$ cat config.mk
export PLATFORM = sky130hd
export DESIGN_NAME = serial_adder_seq_flat
export DESIGN_NICKNAME = d
export VERILOG_FILES = /design/src/rtl/serial_adder_seq_if.sv /design/src/rtl/serial_adder_seq.sv /design/src/flat_wrapper.sv
export SDC_FILE = /design/constraint.sdc
export NUM_CORES = 1
export LEC_CHECK = 0
export ABC_CLOCK_PERIOD_IN_PS = 1700
export CAP_MARGIN = 20
export CORE_ASPECT_RATIO = 0.5
export CORE_MARGIN = 3
export CORE_UTILIZATION = 35
export CTS_CLUSTER_DIAMETER = 30
export CTS_CLUSTER_SIZE = 16
export DETAILED_ROUTE_END_ITERATION = 10
export PLACE_DENSITY_LB_ADDON = 0.2
export SKIP_LAST_GASP = 1
export SYNTH_ARGS = -nofsm -noshare
export SYNTH_HDL_FRONTEND = slang
export SYNTH_SLANG_ARGS = --single-unit
export TNS_END_PERCENT = 10
$ cat constraint.sdc
create_clock -name clk -period 1.7 [get_ports clk]
set_clock_uncertainty 0.1 [all_clocks]
set_input_delay 0.34 -clock clk [delete_from_list [all_inputs] [get_ports clk]]
set_output_delay 0.34 -clock clk [all_outputs]
set_load 0.03 [all_outputs]
$ cat src/rtl/serial_adder_seq_if.sv
// Start/done handshake and operand/result bus for the bit-serial adder.
// The master drives start and the operands. The slave returns busy, done and the held result.
interface serial_adder_seq_if #(parameter int WIDTH = 8);
  logic             start;
  logic [WIDTH-1:0] a;
  logic [WIDTH-1:0] b;
  logic             c_in;
  logic             busy;
  logic             done;
  logic [WIDTH-1:0] sum;
  logic             c_out;

  modport master (output start, a, b, c_in, input busy, done, sum, c_out);
  modport slave  (input start, a, b, c_in, output busy, done, sum, c_out);
endinterface

$ cat src/rtl/serial_adder_seq.sv
// LSB-first bit-serial adder: one full-adder slice per cycle, done pulses WIDTH+1 edges after start.
// start is ignored while busy. The result is held until the completion edge of the next operation.
module serial_adder_seq #(
  parameter int WIDTH = 8
) (
  input  logic               clk,
  input  logic               rst_n,
  serial_adder_seq_if.slave  bus
);
  localparam int CNT_W = $clog2(WIDTH) + 1;
  localparam logic [CNT_W-1:0] LAST = CNT_W'(WIDTH - 1);

  typedef enum logic [1:0] {S_IDLE, S_SHIFT, S_DONE} state_t;

  state_t           state_q, state_d;
  logic [WIDTH-1:0] a_q, a_d, b_q, b_d, psum_q, psum_d, sum_q, sum_d;
  logic             carry_q, carry_d, cout_q, cout_d;
  logic [CNT_W-1:0] cnt_q, cnt_d;

  logic             slice_s, slice_c;
  logic [WIDTH-1:0] psum_shift;

  always_ff @(posedge clk or negedge rst_n) begin
    if (!rst_n) begin
      state_q <= S_IDLE;
      a_q     <= '0;
      b_q     <= '0;
      psum_q  <= '0;
      sum_q   <= '0;
      carry_q <= 1'b0;
      cout_q  <= 1'b0;
      cnt_q   <= '0;
    end else begin
      state_q <= state_d;
      a_q     <= a_d;
      b_q     <= b_d;
      psum_q  <= psum_d;
      sum_q   <= sum_d;
      carry_q <= carry_d;
      cout_q  <= cout_d;
      cnt_q   <= cnt_d;
    end
  end

  always_comb begin
    state_d = state_q;
    a_d     = a_q;
    b_d     = b_q;
    psum_d  = psum_q;
    sum_d   = sum_q;
    carry_d = carry_q;
    cout_d  = cout_q;
    cnt_d   = cnt_q;

    slice_s = a_q[0] ^ b_q[0] ^ carry_q;
    slice_c = (a_q[0] & b_q[0]) | ((a_q[0] ^ b_q[0]) & carry_q);
    // Shift/insert form keeps WIDTH=1 legal (no reversed part-selects).
    psum_shift            = psum_q >> 1;
    psum_shift[WIDTH-1]   = slice_s;

    case (state_q)
      S_IDLE, S_DONE: begin
        if (bus.start) begin
          a_d     = bus.a;
          b_d     = bus.b;
          carry_d = bus.c_in;
          psum_d  = '0;
          cnt_d   = '0;
          state_d = S_SHIFT;
        end else begin
          state_d = S_IDLE;
        end
      end
      S_SHIFT: begin
        a_d     = a_q >> 1;
        b_d     = b_q >> 1;
        carry_d = slice_c;
        psum_d  = psum_shift;
        cnt_d   = cnt_q + CNT_W'(1);
        if (cnt_q == LAST) begin
          sum_d   = psum_shift;
          cout_d  = slice_c;
          state_d = S_DONE;
        end
      end
      default: state_d = S_IDLE;
    endcase
  end

  assign bus.busy  = (state_q == S_SHIFT);
  assign bus.done  = (state_q == S_DONE);
  assign bus.sum   = sum_q;
  assign bus.c_out = cout_q;
endmodule

$ cat src/flat_wrapper.sv
// flat-port wrapper written by rule: the top's interface ports become plain ports
module serial_adder_seq_flat 
#(
  parameter int WIDTH = 8
)
  (clk, rst_n, bus_start, bus_a, bus_b, bus_c_in, bus_busy, bus_done, bus_sum, bus_c_out);
  serial_adder_seq_if #(.WIDTH(WIDTH)) bus_i ();
  input  logic clk;
  input  logic rst_n;
  input wire logic [$bits(bus_i.start)-1:0] bus_start;
  input wire logic [$bits(bus_i.a)-1:0] bus_a;
  input wire logic [$bits(bus_i.b)-1:0] bus_b;
  input wire logic [$bits(bus_i.c_in)-1:0] bus_c_in;
  output wire logic [$bits(bus_i.busy)-1:0] bus_busy;
  output wire logic [$bits(bus_i.done)-1:0] bus_done;
  output wire logic [$bits(bus_i.sum)-1:0] bus_sum;
  output wire logic [$bits(bus_i.c_out)-1:0] bus_c_out;
  assign bus_i.start = bus_start;
  assign bus_i.a = bus_a;
  assign bus_i.b = bus_b;
  assign bus_i.c_in = bus_c_in;
  assign bus_busy = bus_i.busy;
  assign bus_done = bus_i.done;
  assign bus_sum = bus_i.sum;
  assign bus_c_out = bus_i.c_out;
  serial_adder_seq #(.WIDTH(WIDTH)) u_core (.clk(clk), .rst_n(rst_n), .bus(bus_i));
endmodule
==> key figures, run 1 <==
STA
  – Final worst path period need: 1.749 ns
  – Final setup viols: 9
  – Worst slew pin tran: 0.5927 ns
  – Final Worst Setup Slack: -0.04895 ns
  – Unrepaired setup endpoints after global routing: yes
  – Final Hold Vio Count: 0
  – Slew Viols, Final: 0
  – Fmax: 0.5718 GHz
  – Final TNS setup: -0.3416 ns
  – Rel. slew slack: 60.39%
  – Part of the cycle the worst path needs: 102.9%

Final layout
  – Final Util: 49.82%
  – Synth-to-layout area growth: 28.40%
  – Fin nets: 172
  – Ant. Diodes: 0
  – Post-route insts no fill: 205
  – Layout filler cell count: 363
  – Layout cell share with drive strength beyond 1: 12.58%

Floorplan
  – Io pins: 31
  – Die H: 53.93 um
  – Initial core utilization: 38.80%
  – Cell Rows: 16
  – Core Area: 4144 um^2
  – Die area: 5492 um^2
  – Die Width: 101.9 um

Setup path
  – Worst reg-to-reg setup slack: 0.11 ns
  – Critical Path End Type: primary output
  – Sequence of cells on the critical path: clkdlybuf4s50_1
  – CP required: 1.26 ns
  – Crit-path slowest cell: clkdlybuf4s50_1
  – Critical path's top delay family: buffers and inverters
  – Buf+Inv Stages, Crit Path: 1
  – Setup crit start kind: register
  – Register-to-Register Path Depth: 5
  – Critical path depth: 1
  – CP Class: reg2out
  – Crit-path max FO: 2
  – Peak per-stage delay on the critical path: 0.67 ns
  – Crit path DAT: 1.31 ns

Global routing
  – Vias in the first global route: 1040
  – First-pass GRT wire length: 5092 um
  – Initial antenna violation count: 0
  – GRT overflow: 0
  – GR Util All Layers: 12.98%
  – Largest net degree at the start of global routing: 40

Placed design
  – DP Cell Count: 196
  – Number of port buffers: 30
  – Placer Congestion: 0.6744
  – Detailed Place HPWL: 2016 um

Synth
  – Yosys cell types: 18
  – Synth warn: 0
  – Mapped Nets: 136
  – Seq cells post-synth: 39
  – Sequential share of the synthesized area: 60.70%
  – Synthesized cell area: 1608 um^2
  – Avg Cell Area, Syn: 14.10 um^2
  – Synth Instances: 114

Routing
  – DRT iter0 DRCs: 29
  – Post-route antenna net violation count: 0
  – Vias: 1045
  – DRT Pass-1 Iters: 4
  – WL/cell: 14.66 um
  – Drt drc: 0
  – Routed wire length: 3005 um
  – Vias per inst: 5.098

Min path
  – Min-Delay Path Class: reg2reg
  – WHS Path Cells: 1

Clock network
  – TritonCTS clock tree: yes
  – Clk pin slew, worst setup/hold paths: 0.08 ns
  – Root buf cell: clkbuf_8
  – H-tree depth: 2
  – Post-CTS Setup Bufs: 0
  – Worst skew pair latency: 0.29 ns
  – Total CTS buffers: 5
  – CTS Sinks: 39
  – Max Buffers Root-to-Sink: 2

Pwr
  – Max IR drop VDD: 0.0005715 V
  – PD cells: 1842 nW/um^2
  – Static Leakage: 0.001041 uW

Job
  – Max-Cap Viols: 0

Run status
  – Status: finished with violations
  – Violated checks: setup timing
[cells in the mapped netlist (all sizes together)]
library cell	number	area (um^2)
nor3b	1	12.51
and2b	1	10.01
nor2b	3	18.77
nand2	3	11.26
a21o	15	112.6
nand2b	1	6.260
buf	8	45.04
o21ai	1	5.000
nor2	1	11.26
mux2	10	112.6
a22o	26	227.7
mux2i	2	20.02
nand4	1	6.260
dfrtp	39	975.9
ha	1	12.51
fa	1	20.02
[flip-flops by register name (all words and copies together), names as in the netlist]
signal / flops
u_core.state_q: 2
u_core.cnt_q: 4
u_core.bus.sum: 8
u_core.psum_q: 7
u_core.carry_q: 1
u_core.bus.c_out: 1
u_core.b_q: 8
u_core.a_q: 8
[area by class of cell]
cell class	count	area (um^2)	share of cell area [%]
Timing Repair Buffer	37	349.1	16.91
Tap cell	54	67.56	3.273
Sequential cell	39	975.9	47.27
Clock buffer	6	72.57	3.515
Clock inverter	2	12.51	0.6061
Multi-Input combinational cell	67	586.8	28.42
[what timing repair did]
action | in CTS | in global routing
hold endpoints to repair | 6 | 0
hold buffers | 1 | 0
pin swaps | 0 | 0
endpoints found under the setup margin | 11 | 13
gates resized for setup | 1 | 1
[placed cells by master, fill, tap and decap left out, drive strengths merged, types with 2 or more instances in the layout]
cell type	count
nand2	3
buf	8
mux2	10
dfrtp	39
nor2b	3
mux2i	2
clkdlybuf4s50	26
clkbuf	6
a22o	26
a21o	15
[where the power goes]
part	internal, uW	switching (uW)	total [uW]
Sequential	1330	251	1580
Clock	286	314	600
Combinational	841	776	1620
[worst paths after layout]
kind / from / end
setup / recovery: u_core.bus.sum[7] / bus_sum[7]
max in group asynchronous: rst_n / u_core.bus.sum[0]
setup reg to reg: u_core.cnt_q[0] / u_core.bus.c_out
min in group asynchronous: rst_n / u_core.a_q[4]
hold / removal: u_core.a_q[4] / u_core.a_q[4]
hold reg to reg: u_core.a_q[4] / u_core.a_q[4]
[stage by stage]
stage / setup WS [ns] / hold WS, ns / area, um^2 / power, uW
after floorplan: 0.1904 / -0.05559 / 1608 / 2731
after detailed placement: -0.2354 / 0.3226 / 1968 / 3244
final: -0.04895 / 0.3778 / 2064 / 3802
after global routing: -0.1162 / 0.4039 / 2064 / 4077
after CTS: -0.09342 / 0.3830 / 2062 / 3860
after global placement: -0.1892 / 0.3215 / 1968 / 3194
[per-layer routing]
| metal | up-vias | share of wire, % | track usage (%) |
|---|---|---|---|
| li1 | 498 | - | - |
| met1 | 522 | 50 | 16.67 |
| met2 | 20 | 43 | 19.05 |
| met3 | 5 | 5.4 | 5.433 |
| met4 | 0 | 2.0 | 6.536 |
| met5 | - | 0 | 0 |
[kinds of logic (layout without fill, tap and decap cells)]
family	Yosys count	count (layout)	synth area share [%]
flip-flops	39	39	60.70
AO/OA/AOI/OAI	42	42	21.48
adder cells (fa/ha/maj)	2	2	2.023
AND/OR/NAND/NOR	11	11	4.748
multiplexers	12	12	8.249
buffers and inverters	8	45	2.801
(Power assumes the default switching activity.)
==> run 2: changes to the inputs <==
Settings changed: CORE_UTILIZATION 35 to 50, SLEW_MARGIN set to 20.
==> run 2 against run 1 <==
Effect of this change: the flow still finishes with violations (setup timing); final cell count is 7.3% lower; clock-buffer cell count stayed put; non-clock buffer count is 2 higher; final area is 1.5% higher; critical endpoint is now bus_c_out.
==> key figures, run 2 (synthesis results as in run 1) <==
Pwr
  – Sequential share of power: 39.2% (-2.5 points)
  – Sw Pwr: 1406 uW (+4.8%)
  – Static Leakage: 0.001071 uW (+2.9%)
  – Overall Power: 4084 uW (+7.4%)
  – Sw Ratio: 34.43% (-0.87 points)
  – Comb pwr share: 41.2% (-1.3 points)
  – PD cells: 1950 nW/um^2 (+5.9%)
  – Internal power: 2678 uW (+8.9%)
  – Clock power share: 19.6% (+3.8 points)
  – Max IR drop VDD: 0.001021 V (+79%)

Clock network
  – H-tree depth: 2 (unchanged)
  – CTS Sinks: 39 (unchanged)
  – Worst skew pair latency: 0.29 ns (about the same)
  – Root buf cell: clkbuf_8
  – TritonCTS clock tree: yes
  – Max Buffers Root-to-Sink: 2 (unchanged)
  – Total CTS buffers: 5 (unchanged)
  – Clk pin slew, worst setup/hold paths: 0.07 ns (about the same)

Setup path
  – Buf+Inv Stages, Crit Path: 1 (unchanged)
  – Critical path's top delay family: buffers and inverters
  – Sequence of cells on the critical path: clkdlybuf4s50_1
  – Critical Path End Type: primary output
  – Setup crit start kind: register
  – CP Class: reg2out
  – Peak per-stage delay on the critical path: 0.68 ns (about the same)
  – Crit path DAT: 1.32 ns (about the same)
  – Crit-path slowest cell: clkdlybuf4s50_1
  – CP required: 1.26 ns (about the same)
  – Crit-path max FO: 2 (unchanged)

Job
  – Max-Cap Viols: 0 (unchanged)

STA
  – Final Hold Vio Count: 0 (unchanged)
  – Part of the cycle the worst path needs: 103.5% (+0.62 points)
  – Final worst path period need: 1.759 ns (+0.01050 ns)
  – Final Worst Setup Slack: -0.05946 ns (-0.01050 ns)
  – Final setup viols: 9 (unchanged)
  – Unrepaired setup endpoints after global routing: yes
  – Slew Viols, Final: 0 (unchanged)
  – Worst slew pin tran: 0.6071 ns (+0.01432 ns)
  – Hold slack final: 0.3768 ns (-0.001012 ns)
  – Final TNS setup: -0.4141 ns (-0.07253 ns)
  – Rel. slew slack: 59.43% (-0.96 points)
  – Fmax: 0.5684 GHz (-0.60%)

Final layout
  – Synth-to-layout area growth: 30.27%
  – Layout cell share with drive strength beyond 1: 14.38% (+1.8 points)
  – Post-route insts no fill: 190 (-7.3%)
  – Final Util: 74.43% (+25 points)
  – Commonest non-fill, non-tap cell in the layout: dfrtp_1
  – Fin nets: 174 (+1.2%)
  – Layout filler cell count: 199 (-45%)
  – Commonest non-fill, non-tap cells in the layout: dfrtp_1, a22o_1, clkdlybuf4s50_1, a21o_1, mux2_1
  – Ant. Diodes: 0 (unchanged)

Routing
  – DRT Pass-1 Iters: 4 (unchanged)
  – Drt drc: 0 (unchanged)
  – DRT iter0 DRCs: 52 (+79%)
  – Vias per inst: 5.716 (+12%)
  – Post-route antenna net violation count: 0 (unchanged)
  – WL/cell: 16.69 um (+14%)
  – Routed wire length: 3172 um (+5.6%)
  – Vias: 1086 (+3.9%)

Global routing
  – Initial antenna violation count: 0 (unchanged)
  – Vias in the first global route: 1079 (+3.8%)
  – GRT overflow: 0 (unchanged)
  – Largest net degree at the start of global routing: 28 (-30%)
  – GR Util All Layers: 18.55% (+5.6 points)
  – First-pass GRT wire length: 5264 um (+3.4%)

Min path
  – Min-Delay Path Class: reg2reg

Floorplan
  – Io pins: 31 (unchanged)
  – Initial core utilization: 57.14% (+18 points)
  – Die Width: 86.20 um (-15%)
  – Die H: 46.10 um (-15%)
  – Cell Rows: 13 (-3)
  – Die area: 3973 um^2 (-28%)
  – Core Area: 2814 um^2 (-32%)

Run status
  – Status: finished with violations
  – Violated checks: setup timing

Placed design
  – Placer Congestion: 0.7135 (+5.8%)
  – Detailed Place HPWL: 2144 um (+6.3%)
  – Number of port buffers: 30 (unchanged)
  – DP Cell Count: 179 (-8.7%)
[run 2: changes by cell type in the layout (fill, tap and decap cells not counted)]
cell,delta
buf_4,+1
clkinvlp_4,-1
clkbuf_1,-1
bufinv_16,+1
clkbuf_8,+1
buf_6,+1
[run 2: what timing repair did]
action                                  in CTS  in global routing
resized for setup                            1                  2
gates cloned                                 0                  0
setup buffers                                0                  2
endpoints found under the setup margin      17                 19
hold endpoints to repair                    25                  0
hold buffers                                 1                  0
[run 2: final timing paths]
check	from	to	slack, ns	depth (start not counted)
setup / recovery	u_core.bus.c_out	bus_c_out	-0.06	1
hold / removal	u_core.a_q[6]	u_core.a_q[6]	0.38	1
setup reg to reg	u_core.cnt_q[0]	u_core.bus.c_out	0	5
hold reg to reg	u_core.a_q[6]	u_core.a_q[6]	0.38	1
max in group asynchronous	rst_n	u_core.bus.sum[2]	0.50	3
min in group asynchronous	rst_n	u_core.bus.sum[5]	0.47	2
[run 2: per-layer routing]
| layer | global-route usage, % | share of wire [%] | vias up |
|---|---|---|---|
| li1 | - | - | 498 |
| met1 | 21.43 | 44 | 550 |
| met2 | 31.85 | 49 | 31 |
| met3 | 7.500 | 6.0 | 7 |
| met4 | 7.453 | 1.4 | 0 |
| met5 | 0 | 0 | - |
[run 2: layout make-up]
type,instances,area [um^2],share of cell area [%]
Sequential cell,39,975.9,46.59
Multi-Input combinational cell,67,586.8,28.02
Timing Repair Buffer,39,367.9,17.56
Clock buffer,6,82.58,3.943
Tap cell,37,46.29,2.210
Clock inverter,2,35.03,1.673
[run 2: power by group through the flow]
stage | clock network (uW) | registers [uW] | logic, uW
finish | 801 | 1600 | 1680
global route | 850 | 1650 | 1830
CTS | 808 | 1600 | 1640
detailed placement | 0 | 1610 | 1630
global placement | 0 | 1580 | 1570
floorplan | 0 | 1710 | 1030
[run 2: stage by stage]
step                cell area, um^2  setup slack, ns
finish                         2095         -0.05946
global route                   2095          -0.1140
CTS                            2073          -0.1771
detailed placement             1947          -0.1675
global placement               1947          -0.1174
floorplan                      1608           0.1904
==> run 3: changes to the inputs <==
Settings changed: CORE_UTILIZATION 50 to 53, CTS_BUF_LIST set to sky130_fd_sc_hd__clkbuf_4 sky130_fd_sc_hd__clkbuf_8, PLACE_DENSITY set to 0.88, PLACE_DENSITY_LB_ADDON 0.2 to unset.
==> run 3 against run 2 <==
Effect of this change: the run still ends with setup timing left; sequential share of layout area fell by 0.36 points; combinational power barely moved; sequential power hardly changed; fmax shrank 0.18%; critical path depth unchanged; clock-buffer cell count did not move; hold slack improved by 0.0043 ns.
==> key figures, run 3 (synthesis results as in run 1) <==
Setup path
  – Setup crit start kind: register
  – CP required: 1.26 ns (about the same)
  – Critical path's top delay family: buffers and inverters
  – Reg-to-Reg Start: u_core.state_q[0]
  – Crit-path slowest cell: clkdlybuf4s50_1
  – Buf+Inv Stages, Crit Path: 1 (unchanged)
  – Sequence of cells on the critical path: clkdlybuf4s50_1
  – CP Class: reg2out
  – Reg2reg end: u_core.cnt_q[0]
  – Worst reg-to-reg setup slack: 0.04 ns (+0.04 ns)
  – Crit-path max FO: 2 (unchanged)
  – Critical Path End Type: primary output
  – Crit path DAT: 1.32 ns (about the same)
  – Peak per-stage delay on the critical path: 0.67 ns (about the same)
  – Critical path depth: 1 (unchanged)
  – Register-to-Register Path Depth: 4 (-1)

Min path
  – WHS Path Cells: 1 (unchanged)
  – WHS Endpoint: u_core.a_q[5]
  – Hold Path Origin: u_core.a_q[5]
  – Min-Delay Path Class: reg2reg

Floorplan
  – Core Area: 2733 um^2 (-2.9%)
  – Die area: 3770 um^2 (-5.1%)
  – Die H: 44.95 um (-2.5%)
  – Cell Rows: 13 (unchanged)
  – Die Width: 83.89 um (-2.7%)
  – Io pins: 31 (unchanged)
  – Initial core utilization: 58.84% (+1.7 points)

Pwr
  – Max IR drop VDD: 0.001424 V (+39%)
  – Static Leakage: 0.001082 uW (+1.1%)
  – PD cells: 1929 nW/um^2 (-1.1%)

Routing
  – WL/cell: 16.15 um (-3.3%)
  – Drt drc: 0 (unchanged)
  – Vias per inst: 5.492 (-3.9%)
  – Routed wire length: 3085 um (-2.7%)
  – Post-route antenna net violation count: 0 (unchanged)
  – Vias: 1049 (-3.4%)
  – DRT iter0 DRCs: 36 (-31%)
  – DRT Pass-1 Iters: 4 (unchanged)

STA
  – Final worst path period need: 1.763 ns (+0.003117 ns)
  – Part of the cycle the worst path needs: 103.7% (+0.18 points)
  – Unrepaired setup endpoints after global routing: yes
  – Rel. slew slack: 62.72% (+3.3 points)
  – Final Worst Setup Slack: -0.06257 ns (-0.003117 ns)
  – Fmax: 0.5674 GHz (-0.18%)
  – Final setup viols: 9 (unchanged)
  – Worst slew pin tran: 0.5579 ns (-0.04915 ns)
  – Slew Viols, Final: 0 (unchanged)
  – Final Hold Vio Count: 0 (unchanged)

Clock network
  – Worst skew pair latency: 0.29 ns (about the same)
  – CTS Sinks: 39 (unchanged)
  – H-tree depth: 2 (unchanged)
  – TritonCTS clock tree: yes
  – Max Buffers Root-to-Sink: 2 (unchanged)
  – Root buf cell: clkbuf_8
  – Clk pin slew, worst setup/hold paths: 0.08 ns (about the same)
  – Total CTS buffers: 5 (unchanged)

Job
  – Max-Cap Viols: 0 (unchanged)

Global routing
  – Largest net degree at the start of global routing: 27 (-3.6%)
  – First-pass GRT wire length: 5071 um (-3.7%)
  – GR Util All Layers: 18.21% (-0.34 points)
  – GRT overflow: 0 (unchanged)
  – Vias in the first global route: 1025 (-5.0%)
  – Initial antenna violation count: 0 (unchanged)

Final layout
  – Fin nets: 175 (+0.57%)
  – Synth-to-layout area growth: 31.28%
  – Commonest non-fill, non-tap cell in the layout: dfrtp_1
  – Ant. Diodes: 0 (unchanged)
  – Commonest non-fill, non-tap cells in the layout: dfrtp_1, a22o_1, clkdlybuf4s50_1, a21o_1
  – Final Util: 77.24% (+2.8 points)
  – Layout cell share with drive strength beyond 1: 14.94% (+0.56 points)

Placed design
  – Detailed Place HPWL: 2045 um (-4.6%)
  – Pre-CTS setup slack: -0.2255 ns (-0.05801 ns)
  – Placer Congestion: 0.6999 (-1.9%)
  – Number of port buffers: 30 (unchanged)

Run status
  – Violated checks: setup timing
  – Status: finished with violations
-- run 3: cell count changes in the layout (fill, tap and decap cells not counted) --
cell	previous run	this run
buf_6	1	0
buf_4	8	9
buf_12	0	1
-- run 3: what timing repair did --
action	in CTS	in global routing
hold buffers	1	0
endpoints found under the hold margin	15	0
setup buffers	0	1
gates resized for setup	1	4
setup endpoints to repair	11	21
-- run 3: stage by stage --
stage / instance area, um^2 / hold WS [ns] / std cells / TNS, ns / power, uW
finish: 2111 / 0.3811 / 191 / -0.3089 / 4071
global route: 2111 / 0.4012 / 191 / -1.430 / 4346
CTS: 2088 / 0.3840 / 190 / -0.6009 / 4045
detailed placement: 1962 / 0.1791 / 181 / -4.142 / 3231
global placement: 1962 / 0.1717 / 181 / -3.258 / 3142
floorplan: 1608 / -0.05559 / 114 / 0 / 2731
-- run 3: report_power, final --
group / switching (uW) / internal, uW
sequential: 274 / 1330
clock: 308 / 475
combinational: 796 / 886
-- run 3: layout make-up --
| type | count | area, um^2 |
|---|---|---|
| Multi-Input combinational cell | 67 | 586.8 |
| Clock buffer | 6 | 82.58 |
| Fill cell | 163 | 621.8 |
| Timing Repair Buffer | 40 | 384.1 |
| Tap cell | 37 | 46.29 |
| Sequential cell | 39 | 975.9 |
| Clock inverter | 2 | 35.03 |
-- run 3: worst max path at each step --
stage / slack (ns) / start / end
6_report: -0.06 / u_core.bus.c_out / bus_c_out
2_1_floorplan: 0.19 / u_core.state_q[1] / bus_busy
4_1_cts: -0.16 / u_core.state_q[1] / bus_busy
3_5_place_dp: -0.23 / bus_start / u_core.cnt_q[0]
3_3_place_gp: -0.18 / bus_start / u_core.cnt_q[0]
5_1_grt: -0.1 / u_core.bus.c_out / bus_c_out
-- run 3: worst reg2reg max path, delay by kind of cell, from the launching register on --
kind	cells	cell delay (ns)
simple gates	2	0.65
flops	1	0.41
mux	1	0.28
buf+inv	1	0.15
-- run 3: metal layers --
metal,wire length [um],track usage [%],vias up
li1,-,-,502
met1,1484,24.85,522
met2,1451,28.91,23
met3,122,5.464,2
met4,27,5.769,0
met5,0,0,-
